--- config.mk ---
export PLATFORM = sky130hd
export DESIGN_NAME = dct_deskew_collect
export DESIGN_NICKNAME = d
export VERILOG_FILES = /design/src/rtl/dct_deskew_collect.sv
export SDC_FILE = /design/constraint.sdc
export NUM_CORES = 1
export LEC_CHECK = 0
export ABC_AREA = 1
export BUFFER_PORTS_ARGS = -buffer_cell sky130_fd_sc_hd__buf_2
export CAP_MARGIN = 25
export CORE_MARGIN = 2
export CORE_UTILIZATION = 63
export DETAILED_ROUTE_END_ITERATION = 6
export PLACE_DENSITY = 0.95
export SKIP_LAST_GASP = 1
export SYNTH_ARGS = -nofsm -noshare
export SYNTH_HDL_FRONTEND = slang
export SYNTH_SLANG_ARGS = --single-unit
export TNS_END_PERCENT = 10
--- constraint.sdc ---
create_clock -name clk -period 2.23 [get_ports clk]
set_input_delay 0.1115 -clock clk [delete_from_list [all_inputs] [get_ports clk]]
set_output_delay 0.1115 -clock clk [all_outputs]
set_load 0.02 [all_outputs]
--- src/rtl/dct_deskew_collect.sv ---
// ============================================================================
// dct_deskew_collect
//
// Final stage of the bit-serial approximate 1D DCT adder pipeline. The adder
// produces its sum bits in a diagonal skew: bit 0 of a word arrives first.
// Each higher bit arrives one cycle later, and the top two bits arrive
// together. This block does four things:
//   - realigns those bits into parallel words;
//   - packs N consecutive words into one coefficient vector;
//   - presents the vector on a valid/ready port;
//   - keeps two vector banks, so collection continues while the consumer
//     stalls.
//
// Optional feature macro: DCT_DESKEW_ROUND_EN
//   defined   : coefficients are OW = W-1 bits, each (word + 1) >>> 1 with
//               saturation at the largest positive value.
//   undefined : coefficients are OW = W bits, stored bit-exact.
//
// Ports
//   clk        in   1      rising-edge clock
//   reset      in   1      asynchronous, active-low reset
//   s_in       in   W      skewed sum bits from the bit-serial adder
//   s_valid    in   1      high in the cycle bit 0 of a new word is on s_in[0]
//   out_ready  in   1      consumer accepts the presented vector
//   out_valid  out  1      coef_vec holds a complete vector
//   coef_vec   out  N*OW   coefficient k at [k*OW +: OW], k=0 received first
//   overflow   out  1      sticky: a word arrived with both banks full
//   fill_cnt   out  log2N  words stored so far in the bank being filled
// ============================================================================
module dct_deskew_collect #(
    parameter int W = 9,
    parameter int N = 8
`ifdef DCT_DESKEW_ROUND_EN
    , localparam int OW = W - 1
`else
    , localparam int OW = W
`endif
    , localparam int CW = $clog2(N)
) (
    input  logic            clk,
    input  logic            reset,
    input  logic [W-1:0]    s_in,
    input  logic            s_valid,
    input  logic            out_ready,
    output logic            out_valid,
    output logic [N*OW-1:0] coef_vec,
    output logic            overflow,
    output logic [CW-1:0]   fill_cnt
);

    logic [W-1:0]  aligned;
    logic [W-3:0]  vld_dly;
    logic          aligned_valid;
    logic [OW-1:0] store_word;

    logic [OW-1:0] bank [2][N];
    logic [1:0]    full;
    logic          wr_ptr;
    logic          rd_ptr;

    logic          take;
    logic          blocked;
    logic          do_write;
    logic          last_slot;

    // Triangular deskew. Bit i is held back W-2-i cycles, so every bit lands
    // in the cycle when the top two bits arrive straight from s_in.
    for (genvar i = 0; i < W - 2; i++) begin : g_skew
        localparam int D = W - 2 - i;
        logic [D-1:0] chain;
        if (D == 1) begin : g_one
            always_ff @(posedge clk or negedge reset) begin
                if (!reset) chain <= '0;
                else        chain <= s_in[i];
            end
        end else begin : g_many
            always_ff @(posedge clk or negedge reset) begin
                if (!reset) chain <= '0;
                else        chain <= {chain[D-2:0], s_in[i]};
            end
        end
        assign aligned[i] = chain[D-1];
    end

    assign aligned[W-1:W-2] = s_in[W-1:W-2];

    // The valid bit follows the slowest bit of its word. Clearing this chain
    // on reset discards any word that is only partly received.
    always_ff @(posedge clk or negedge reset) begin
        if (!reset) vld_dly <= '0;
        else        vld_dly <= {vld_dly[W-4:0], s_valid};
    end

    assign aligned_valid = vld_dly[W-3];

`ifdef DCT_DESKEW_ROUND_EN
    // (w + 1) >>> 1 equals floor(w / 2) + w[0]. This form needs no extra
    // guard bit. Only the most positive input can exceed the OW-bit range.
    localparam logic [OW-1:0] MAX_POS = {1'b0, {(OW-1){1'b1}}};
    logic [W-1:0] half;

    always_comb begin
        half = {aligned[W-1], aligned[W-1:1]} + W'(aligned[0]);
        if (!half[W-1] && half[W-2]) store_word = MAX_POS;
        else                         store_word = half[OW-1:0];
    end
`else
    assign store_word = aligned;
`endif

    // Freeing a bank and filling it can happen in the same cycle. A word
    // that aligns while both banks are full is still accepted if the
    // consumer frees the bank being read (wr_ptr == rd_ptr) in that cycle.
    assign take      = full[rd_ptr] & out_ready;
    assign blocked   = full[wr_ptr] & ~(take & (rd_ptr == wr_ptr));
    assign do_write  = aligned_valid & ~blocked;
    assign last_slot = (fill_cnt == CW'(N - 1));

    // Bank bookkeeping: full flags, write/read pointers, slot counter and
    // the sticky overflow flag.
    always_ff @(posedge clk or negedge reset) begin
        if (!reset) begin
            full     <= '0;
            wr_ptr   <= 1'b0;
            rd_ptr   <= 1'b0;
            fill_cnt <= '0;
            overflow <= 1'b0;
        end else begin
            if (take) begin
                full[rd_ptr] <= 1'b0;
                rd_ptr       <= ~rd_ptr;
            end
            if (do_write) begin
                if (last_slot) begin
                    full[wr_ptr] <= 1'b1;
                    wr_ptr       <= ~wr_ptr;
                    fill_cnt     <= '0;
                end else begin
                    fill_cnt <= fill_cnt + CW'(1);
                end
            end
            if (aligned_valid && blocked) overflow <= 1'b1;
        end
    end

    // Coefficient storage. Writes only target the bank being filled. A
    // presented bank therefore stays frozen until the consumer takes it.
    always_ff @(posedge clk or negedge reset) begin
        if (!reset) begin
            for (int b = 0; b < 2; b++)
                for (int k = 0; k < N; k++)
                    bank[b][k] <= '0;
        end else if (do_write) begin
            bank[wr_ptr][fill_cnt] <= store_word;
        end
    end

    // The output shows the bank under the read pointer. It comes only from
    // registers, so there is no path from s_in to coef_vec.
    always_comb begin
        coef_vec = '0;
        for (int k = 0; k < N; k++)
            coef_vec[k*OW +: OW] = bank[rd_ptr][k];
    end

    assign out_valid = full[rd_ptr];

endmodule

# Yosys cells after proc, flatten, opt, wreduce, memory -nomap -nowiden
# Cells that the tools add are included.
# classes
n_addsub	1
order_cmp	9
n_eq_ne	2
n_mux	20
bitwise_logic	14
reduce_logical	6
# op_table
op	count
2-to-1 mux 72 bit	4
bitwise mux 144 bit	1
demux 72 bit (select 1 bit)	1
demux 9 bit (select 3 bit)	1
2-to-1 mux 9 bit	1
2-to-1 mux 1 bit	6
2-to-1 mux 2 bit	3
logical AND 1 bit	5
AND 1 bit	4
>= comparator 2 bit, second input constant	2
>= comparator 4 bit, second input constant	1
less-than comparator 1 x 2 -> 1 bit, second input constant	2
less-than comparator 4 x 1 -> 1 bit, second input constant	1
inverter 1 bit	4
inverter 1 -> 2 bit	2
inverter 3 -> 4 bit	1
adder 3 x 1 -> 3 bit, second input constant	1
== test 3 bit, second input constant	1
2-to-1 mux 3 bit	1
AND 2 bit	1
demux 1 bit (select 1 bit)	2
>= comparator 1 bit, second input constant	2
less-than comparator 2 x 1 -> 1 bit, second input constant	1
inverter 2 bit	1
other kinds (3)	3
# word_totals
ff_bits	187
out_inout_bits	77
elab_cells	81

# Longest topological paths before layout
# Gate-level depths: netlist (run 1).
# depth
word_depth	10
mapped_depth	10
mapped_depth_nobuf	8

# Least setup slack after synthesis (run 1)
# No wires, ideal clock.
# synth_path
path_type	register to register
startpoint	reg fill_cnt[1]
endpoint	reg bank[126] in the netlist's numbering
t_arrival_ns	1.471
required_time_ns	2.113
slack_ns	0.642
path_stages_with_launch	7
period_less_slack_ns	1.588
cell_sequence	dfrtp_1 -> inv_1 -> nand3_1 -> nor2_1 -> nand3_4 -> nand2_1 -> nand2_1
# synth_between
elab_chain_cells	8
# synth_lines
element	line	text
start, declared	48	output logic [CW-1:0] fill_cnt
start signal, assigned	139	fill_cnt <= fill_cnt + CW'(1);
inverter 3 -> 4 bit (not written as such) *	154	bank[wr_ptr][fill_cnt] <= store_word;
>= comparator 4 bit (not written as such) / less-than comparator 4 x 1 -> 1 bit (equally long branches)	154	
logical AND 1 bit (not written as such)	154	
2-to-1 mux 9 bit (not written as such)	154	
demux 9 bit (select 3 bit) *	154	
2-to-1 mux 72 bit (not written as such) *	154	
demux 72 bit (select 1 bit) *	154	
bitwise mux 144 bit *	154	
end signal, assigned by index	154	
end, declared	56	logic [OW-1:0] bank [2][N];
# Every way passes the cells marked *; elsewhere a longest branch is shown, timed or not.
# A chain may end at the register's enable or synchronous reset.

# Worst setup path after layout (run 1)
# layout_path
startpoint	reg rd_ptr
endpoint	reg fill_cnt[1]
# layout_between
elab_chain_cells	8
# layout_lines
element	line	text
start, declared	59	logic rd_ptr;
start signal, assigned	131	rd_ptr <= ~rd_ptr;
2-to-1 mux 1 bit (not written as such) (2 in a row)	114	assign take = full[rd_ptr] & out_ready;
AND 1 bit	114	
AND 1 bit *	115	assign blocked = full[wr_ptr] & ~(take & (rd_ptr == wr_ptr));
inverter 1 bit *	115	
AND 1 bit *	115	
inverter 1 bit *	116	assign do_write = aligned_valid & ~blocked;
AND 1 bit *	116	
# Every way passes the cells marked *; elsewhere a longest branch is shown, timed or not. The select of a mux whose other input is x is not followed.

==> flow_metrics.tcl, run 1 <==
set metrics [dict create \
    status "finished, final reports clean" \
    comb_power_share_pct 42.8 \
    fmax_mhz 520 \
    area_growth_pct 16.4 \
    maxSlewViolCount 0 \
    synth_area_leaders "dfrtp_1 (56%), nand2_1 (24%), nand4_1 (11%), nand3_4 (2.1%), clkbuf_1 (1.9%)" \
    wl_per_cell_um 17.4 \
    synth_ff_type "dfrtp_1" \
    numClockSinks 187 \
    leakage_nw 5.31 \
    dieHeight_um 119 \
    ir_worst_vdd_mv 0.861 \
    crit_chain "inv_2 -> nand2_1 -> nand2_1 -> nand3_1 -> nand2_4 -> buf_12 -> nand2_1 -> nand2_1 -> o21ai_0" \
    path_max_fanout 25 \
    grt_overflow_total 0 \
    worst_pin_slew_ns 0.894 \
    setup_tns_ns 0 \
    die_area_mm2 0.0142 \
    vias_per_cell 6.03 \
    dpl.hpwl_mm 13.4 \
    hp-class "in -> reg" \
    placed_cell_area_mm2 0.00907 \
    vias 7598 \
    stdcell_area_mm2 0.00973 \
    netSwitchingFraction_pct 44.8 \
    ys_ff_latch 187 \
    layout-drive-gt1-share_pct 17.5 \
    syn_area_mm2 0.00836 \
    fin_crit_sh_pct 86.2 \
    seq_power_share_pct 37.1 \
    core-area_mm2 0.0131 \
    ys_top_cells_by_count "nand2_1 (526), dfrtp_1 (187), nand4_1 (146), clkbuf_1 (42), buf_2 (18)" \
    clockBufferDepth 2 \
    required_ns 2.54 \
    grt_max_degree 65 \
    postCtsSetupBuffers 0 \
    syn_inst 989 \
    period_minus_slack_ns 1.92 \
    wirelength_mm 22.0 \
    finalSetupViolCount 0 \
    p_clk_share_pct 20.0 \
    clkLatencyLatePin_ns 0.44 \
    place_congestion 0.825 \
    grt_pass1_vias 7320 \
    r2r_slack_ns 0.31 \
    nNetsFinal 1085 \
    synth.distinct_cells 20 \
    clockRootBuffer "clkbuf_16" \
    port_buffers 89 \
    synth_seq_area_share_pct 56.0 \
    skew_ns 0.00954 \
    synth_top_cell_by_area "dfrtp_1" \
    cpMaxStageDelayCell "dfrtp_2" \
    critPathMaxStageDelay_ns 0.45 \
    internal-power_mw 7.97 \
    path_common_cell "nand2_1" \
    max_slew_margin_pct 40.4 \
    grt_setup_unrepaired "false" \
    antenna_found_initial 0 \
    h-tree-depth 4 \
    synth_edf_count 0 \
    cts_tree "built" \
    grtUsageTotal_pct 32.4 \
    syn-num-nets 1004 \
    num_rows 42 \
    crit_arrival_ns 2.23 \
    syn_area_per_cell_um2 8.45 \
    ctsResizeCount 0 \
    synth_top_area_share_pct 56.0 \
    dr.pass1.iters 5 \
    numCtsBuffers 17 \
    hold_violations 0 \
    detail_route.iter0.violations 1077 \
    postRouteAntennaNets 0 \
    start_kind "flip-flop" \
    endpoint_kind "flip-flop" \
    diodes 0 \
    net-switching-power_mw 6.47 \
    fp.dieW_um 119 \
    drc 0 \
    clk_pin_slew_worst_paths_ns 0.07 \
    cap_violations 0 \
    finalPower_mw 14.4 \
    async_reset_ff_share_pct 100 \
    synth.most_common_cell "nand2_1" \
    grt_pass1_wl_mm 36.0 \
    initial_core_util_pct 63.9 \
    cellPowerDensity_mw_per_mm2 1480 \
    io_pins 90 \
    yosysWarnings 0 \
    critPathKind "reg -> reg" \
]
==> cells by family after synthesis <==
family,after synthesis,synth area share [%]
simple gates,715,39.1
xor+xnor,1,0.105
fa+ha+maj,2,0.299
flops,187,56.0
compound gates,5,0.344
buf+inv,79,4.19
==> worst paths after layout <==
check | from | to | cells after the start
max in group asynchronous | reset | bank[57] | 3
min in group asynchronous | reset | bank[50] | 2
setup / recovery | rd_ptr | fill_cnt[1] | 9
setup reg to reg | rd_ptr | fill_cnt[1] | 9
hold / removal | s_in[7] | bank[52] | 3
hold reg to reg | g_skew[3].chain[0] | g_skew[3].chain[1] | 0
==> worst max-delay path: cells and delay by family, from the launching register on <==
kind	cells	cell delay [ns]
DFF	1	0.45
buffers and inverters	2	0.35
AOI/OAI and AO/OA	1	0.12
and+or+nand+nor	6	0.86
==> metrics by stage <==
step                      hold WS [ns]  cells  setup slack [ns]  util [%]
after global routing             0.162   1259             0.190      74.3
final                            0.165   1259             0.308      74.3
after CTS                        0.140   1259             0.346      74.3
after global placement           0.131   1217             0.512      69.3
after floorplan                 -0.184    989             0.642         -
after detailed placement         0.132   1217             0.369      69.3
==> layout by cell type, fill, tap and decap left out, drive strengths merged <==
cell type,count
a31o,1
buf,125
clkbuf,17
clkinv,3
clkinvlp,1
dfrtp,187
dlygate4sd3,10
ha,2
inv,17
nand2,526
nand3,27
nand4,146
nor2,16
o21ai,4
xor2,1
==> state kept, by name, indices dropped and copies added (netlist names) <==
name and flops:
fill_cnt 3, wr_ptr 1, bank 144, full 2, rd_ptr 1, overflow 1, vld_dly 7, g_skew.chain 28
==> final cells by class <==
class,instances,area [µm²]
Sequential cell,187,4680
Fill cell,857,3360
Multi-Input combinational cell,723,3340
Timing Repair Buffer,135,910
Clock buffer,17,425
Tap cell,176,220
Clock inverter,15,129
Inverter,6,22.5
==> metal layers <==
layer  vias to the layer above  routed length [µm]  GRT usage, %
met4                         0                 941          16.3
met1                      3586                8120          42.1
met5                         -                   0             0
li1                       3437                   -             -
met2                       486               10700          51.7
met3                        89                2180          7.42
==> power by group through the flow <==
stage          logic (mW)  registers [mW]  clock network (mW)
2_1_floorplan        4.21            5.14                   0
3_3_place_gp         5.82            5.29                   0
3_5_place_dp         6.04            5.36                   0
4_1_cts              6.15            5.33                2.90
5_1_grt              6.74            5.49                3.04
6_report             6.19            5.36                2.89
==> timing repair <==
item	in CTS	in global routing
hold buffers	10	0
endpoints found under the hold margin	68	0
setup endpoints to repair	0	0
(Power assumes the default switching activity.)
==> run 2: changes to the inputs <==
Settings changed: CORE_UTILIZATION 63 to 54, PLACE_DENSITY 0.95 to 0.85.
==> run 2 against run 1 <==
  * Critical path depth is 4 lower
  * Cell count is 0.79% higher
  * Non-clock buffer count is 2 lower
  * Sequential power hardly changed
  * Clock skew is 0.0029 ns higher
  * Flip-flop and latch count stayed put
  * Global-route usage is 5.0 points lower
  * Via count is 3.6% lower
  * Setup slack worse by 0.16 ns
  * Register-to-register slack worse by 0.06 ns
  * Clock power is 6% higher
  * Highest routed layer unchanged
==> flow_metrics.tcl, run 2 (synthesis gave the netlist of run 1 again) <==
set metrics [dict create \
    skew_ns 0.0125 \
    required_ns 2.12 \
    wl_per_cell_um 16.9 \
    fp.dieW_um 128 \
    clockRootBuffer "clkbuf_16" \
    grt_pass1_vias 6919 \
    numCtsBuffers 17 \
    preCtsSetupSlack_ns 0.282 \
    clk_pin_slew_worst_paths_ns 0.08 \
    grtUsageMet2_pct 42.8 \
    setup_slack_ns 0.147 \
    busiest_layer "met2" \
    vias_per_cell 5.77 \
    fmax_mhz 480 \
    finalSetupViolCount 0 \
    hp-class "in -> async" \
    dpl.hpwl_mm 13.1 \
    max_slew_margin_pct 41.9 \
    start_kind "flip-flop" \
    stdcell_area_mm2 0.00981 \
    nNetsFinal 1083 \
    core-area_mm2 0.0151 \
    postCtsSetupBuffers 0 \
    fin_crit_sh_pct 93.4 \
    grt_pass1_wl_mm 35.4 \
    ir_worst_vdd_mv 0.826 \
    postRouteAntennaNets 0 \
    use_met3_pct 6.69 \
    wirelength_mm 21.4 \
    period_minus_slack_ns 2.08 \
    clkLatencyLatePin_ns 0.44 \
    num_rows 45 \
    hold_violations 0 \
    top_register "bank" \
    cts_tree "built" \
    met1_usage_pct 38.0 \
    port_buffers 89 \
    endpoint_kind "output port" \
    leakage_nw 5.33 \
    placed_cell_area_mm2 0.00908 \
    clockBufferDepth 2 \
    largest_register_ff_count 144 \
    critPathKind "reg -> out" \
    seq_area_mm2 0.00468 \
    fin_util_pct 64.8 \
    status "finished, final reports clean" \
    cap_violations 0 \
    grt_overflow_total 0 \
    final_cell_mix "nand2_1 (525), dfrtp_1 (185), nand4_1 (146)" \
    numClockSinks 187 \
    initial_core_util_pct 55.2 \
    crit_arrival_ns 1.97 \
    setup_tns_ns 0 \
    die_area_mm2 0.0165 \
    top_regs "bank: 144 flops, g_skew.chain: 28 flops, vld_dly: 7 flops" \
    dieHeight_um 128 \
    h-tree-depth 4 \
    grtUsageTotal_pct 27.4 \
    drc 0 \
    area_growth_pct 17.4 \
    dr.pass1.iters 5 \
    antenna_found_initial 0 \
    maxSlewViolCount 0 \
    hold_slack_ns 0.161 \
    grt_setup_unrepaired "false" \
    diodes 0 \
    fillers 1173 \
    detail_route.iter0.violations 756 \
    final_common_cell "nand2_1" \
    layout-drive-gt1-share_pct 17.4 \
    multi_input_area_mm2 0.00334 \
    cellPowerDensity_mw_per_mm2 1480 \
    io_pins 90 \
    worst_pin_slew_ns 0.871 \
    place_congestion 0.850 \
    vias 7327 \
    path_max_fanout 68 \
    grt_max_degree 69 \
]
## run 2: cell count changes in the layout (fill, tap and decap cells not counted), sizes merged
cell      change
clkinv        +5
buf           -2
inv           -4
clkinvlp      -1
## run 2: path summary, 6_finish.rpt
| path | from | to | slack (ns) | cells after the start |
|---|---|---|---|---|
| worst max-delay path | rd_ptr | coef_vec[25] | 0.15 | 5 |
| worst min-delay path | reset | bank[130] | 0.16 | 2 |
| worst max register to register | rd_ptr | bank[99] | 0.25 | 9 |
| worst min register to register | g_skew[2].chain[0] | g_skew[2].chain[1] | 0.35 | 0 |
| max in group asynchronous | reset | bank[90] | 1.33 | 3 |
| min in group clk | s_in[8] | bank[17] | 0.16 | 3 |
## run 2: timing repair
item / CTS / global route
setup endpoints to repair: 2 / 0
endpoints found under the hold margin: 133 / 0
gates resized for setup: 1 / 0
hold buffers: 10 / 0
## run 2: power breakdown
part | switching (mW) | leakage, nW | internal [mW]
Combinational | 4.17 | 2.64 | 1.95
Sequential | 0.783 | 2.38 | 4.56
Clock | 1.53 | 0.301 | 1.54
Total | 6.48 | 5.33 | 8.04
## run 2: area by class of cell
class / count / share of cell area (%)
Clock buffer: 17 / 4.34
Clock inverter: 15 / 1.98
Inverter: 6 / 0.230
Multi-Input combinational cell: 723 / 34.0
Sequential cell: 187 / 47.8
Tap cell: 188 / 2.40
Timing Repair Buffer: 133 / 9.29
## run 2: critical path, stage by stage, from the launching register on
cell and delay (ns):
dfrtp_2 0.44, inv_2 0.14, buf_6 0.48, nand2_1 0.13, nand2_1 0.13, buf_2 0.17
## run 2: metrics by stage
| step | cells | power (mW) |
|---|---|---|
| 6_report | 1269 | 14.5 |
| 5_1_grt | 1269 | 15.5 |
| 4_1_cts | 1269 | 14.5 |
| 3_5_place_dp | 1227 | 11.4 |
| 3_3_place_gp | 1227 | 11.2 |
| 2_1_floorplan | 989 | 9.35 |
## run 2: layer usage
metal	up-vias	part of all wire, %
met5	-	0
met4	0	1.9
met3	43	7.8
met2	286	48
met1	3565	42
li1	3433	-
==> run 3: changes to the inputs <==
Settings changed: MAX_ROUTING_LAYER set to met4.
==> run 3 against run 2 <==
  * Flip-flop and latch count did not move
  * Power rose by 0.17%
  * Non-clock buffer count did not move
  * Clock power barely moved
  * Final area did not move
  * First-iteration DRC count fell by 2.6%
  * Maximum frequency fell by 0.25%
  * Critical path depth did not move
  * Wire length rose by 0.21%
  * Global-route usage rose by 0.91 points
  * Critical path type unchanged
==> flow_metrics.tcl, run 3 (synthesis gave the netlist of run 1 again) <==
set metrics [dict create \
    drc 0 \
    critPathKind "reg -> out" \
    top_regs "bank: 144 flops, g_skew.chain: 28 flops, vld_dly: 7 flops" \
    startpoint "rd_ptr" \
    grt_setup_unrepaired "false" \
    leakage_nw 5.33 \
    r2r_slack_ns 0.25 \
    diodes 0 \
    h-tree-depth 4 \
    wl_per_cell_um 16.9 \
    area_growth_pct 17.4 \
    vias 7407 \
    worst_pin_slew_ns 0.870 \
    seq_area_mm2 0.00468 \
    place_congestion 0.864 \
    detail_route.iter0.violations 736 \
    numClockSinks 187 \
    max_slew_margin_pct 42.0 \
    final_cells 1269 \
    cap_violations 0 \
    setup_slack_ns 0.142 \
    hold_slack_ns 0.154 \
    core-area_mm2 0.0151 \
    fmax_mhz 479 \
    skew_ns 0.0119 \
    io_pins 90 \
    final_common_cell "nand2_1" \
    dieHeight_um 128 \
    die_area_mm2 0.0165 \
    multi_input_area_mm2 0.00334 \
    clockBufferDepth 2 \
    clk_pin_slew_worst_paths_ns 0.08 \
    stdcell_area_mm2 0.00981 \
    place_inst 1227 \
    cellPowerDensity_mw_per_mm2 1480 \
    fin_crit_sh_pct 93.6 \
    vias_per_cell 5.84 \
    endpoint_kind "output port" \
    crit_arrival_ns 1.98 \
    preCtsSetupSlack_ns 0.282 \
    hp-class "in -> reg" \
    finalPower_mw 14.5 \
    placed_cell_area_mm2 0.00908 \
    grt_pass1_vias 6904 \
    postCtsSetupBuffers 0 \
    r2r-start "rd_ptr" \
    grt_pass1_wl_mm 35.4 \
    start_kind "flip-flop" \
    period_minus_slack_ns 2.09 \
    maxSlewViolCount 0 \
    r2r_end "bank[99]" \
    initial_core_util_pct 55.2 \
    cts_tree "built" \
    clkLatencyLatePin_ns 0.44 \
    grt_max_degree 69 \
    final_cell_mix "nand2_1 (525), dfrtp_1 (185), nand4_1 (146)" \
    fillers 1173 \
    hold_violations 0 \
    status "finished, final reports clean" \
    path_max_fanout 68 \
    fin_util_pct 64.8 \
    finalSetupViolCount 0 \
    nNetsFinal 1083 \
    setup_tns_ns 0 \
    top_register "bank" \
    postRouteAntennaNets 0 \
    dr.pass1.iters 5 \
    layout-drive-gt1-share_pct 17.4 \
    largest_register_ff_count 144 \
    r2r_cells 9 \
    num_rows 45 \
    numCtsBuffers 17 \
    critPathCapture "coef_vec[25]" \
    port_buffers 89 \
    grt_overflow_total 0 \
    required_ns 2.12 \
    clockRootBuffer "clkbuf_16" \
    fp.dieW_um 128 \
    antenna_found_initial 0 \
    dpl.hpwl_mm 13.1 \
    grtUsageTotal_pct 28.3 \
    ir_worst_vdd_mv 0.825 \
    wirelength_mm 21.5 \
]
==> run 3: cell counts in the layout (fill, tap and decap cells not counted) <==
Identical to the previous run, type by type.
==> run 3: what timing repair did <==
item | 4_1_cts | 5_1_grt
hold buffers | 10 | 0
endpoints found under the hold margin | 133 | 0
endpoints found under the setup margin | 2 | 0
gates resized for setup | 1 | 0
==> run 3: how the worst min path moves through the flow <==
stage                        from   endpoint  slack [ns]  depth (start not counted)
after floorplan             reset    bank[0]       -0.18                          0
after global placement      reset  bank[130]        0.07                          1
after detailed placement    reset  bank[129]        0.07                          1
after CTS                 s_in[8]   bank[17]        0.12                          3
after global routing      s_in[8]    bank[8]        0.16                          3
final                     s_in[8]   bank[17]        0.15                          3
==> run 3: layout make-up <==
class                           instances  share of cell area [%]
Timing Repair Buffer                  133                    9.29
Multi-Input combinational cell        723                    34.0
Clock inverter                         15                    1.98
Inverter                                6                   0.230
Clock buffer                           17                    4.34
Tap cell                              188                    2.40
Sequential cell                       187                    47.8
==> run 3: worst max-delay path: stages (launching register included) <==
cell     delay (ns)
dfrtp_2        0.44
inv_2          0.14
buf_6          0.48
nand2_1        0.13
nand2_1        0.13
buf_2          0.18
==> run 3: per-layer routing <==
layer  up-vias  GRT usage [%]  wire [µm]
met3        46           6.49       1510
met5         -              -          0
met1      3603           38.1       9270
li1       3439              -          -
met2       319           43.0      10300
met4         0           9.37        392
==> run 3: power by group <==
group          internal (mW)  switching, mW  total [mW]
logic                   1.95           4.19        6.13
registers               4.56          0.784        5.34
clock network           1.54           1.53        3.07
total                   8.04           6.50        14.5
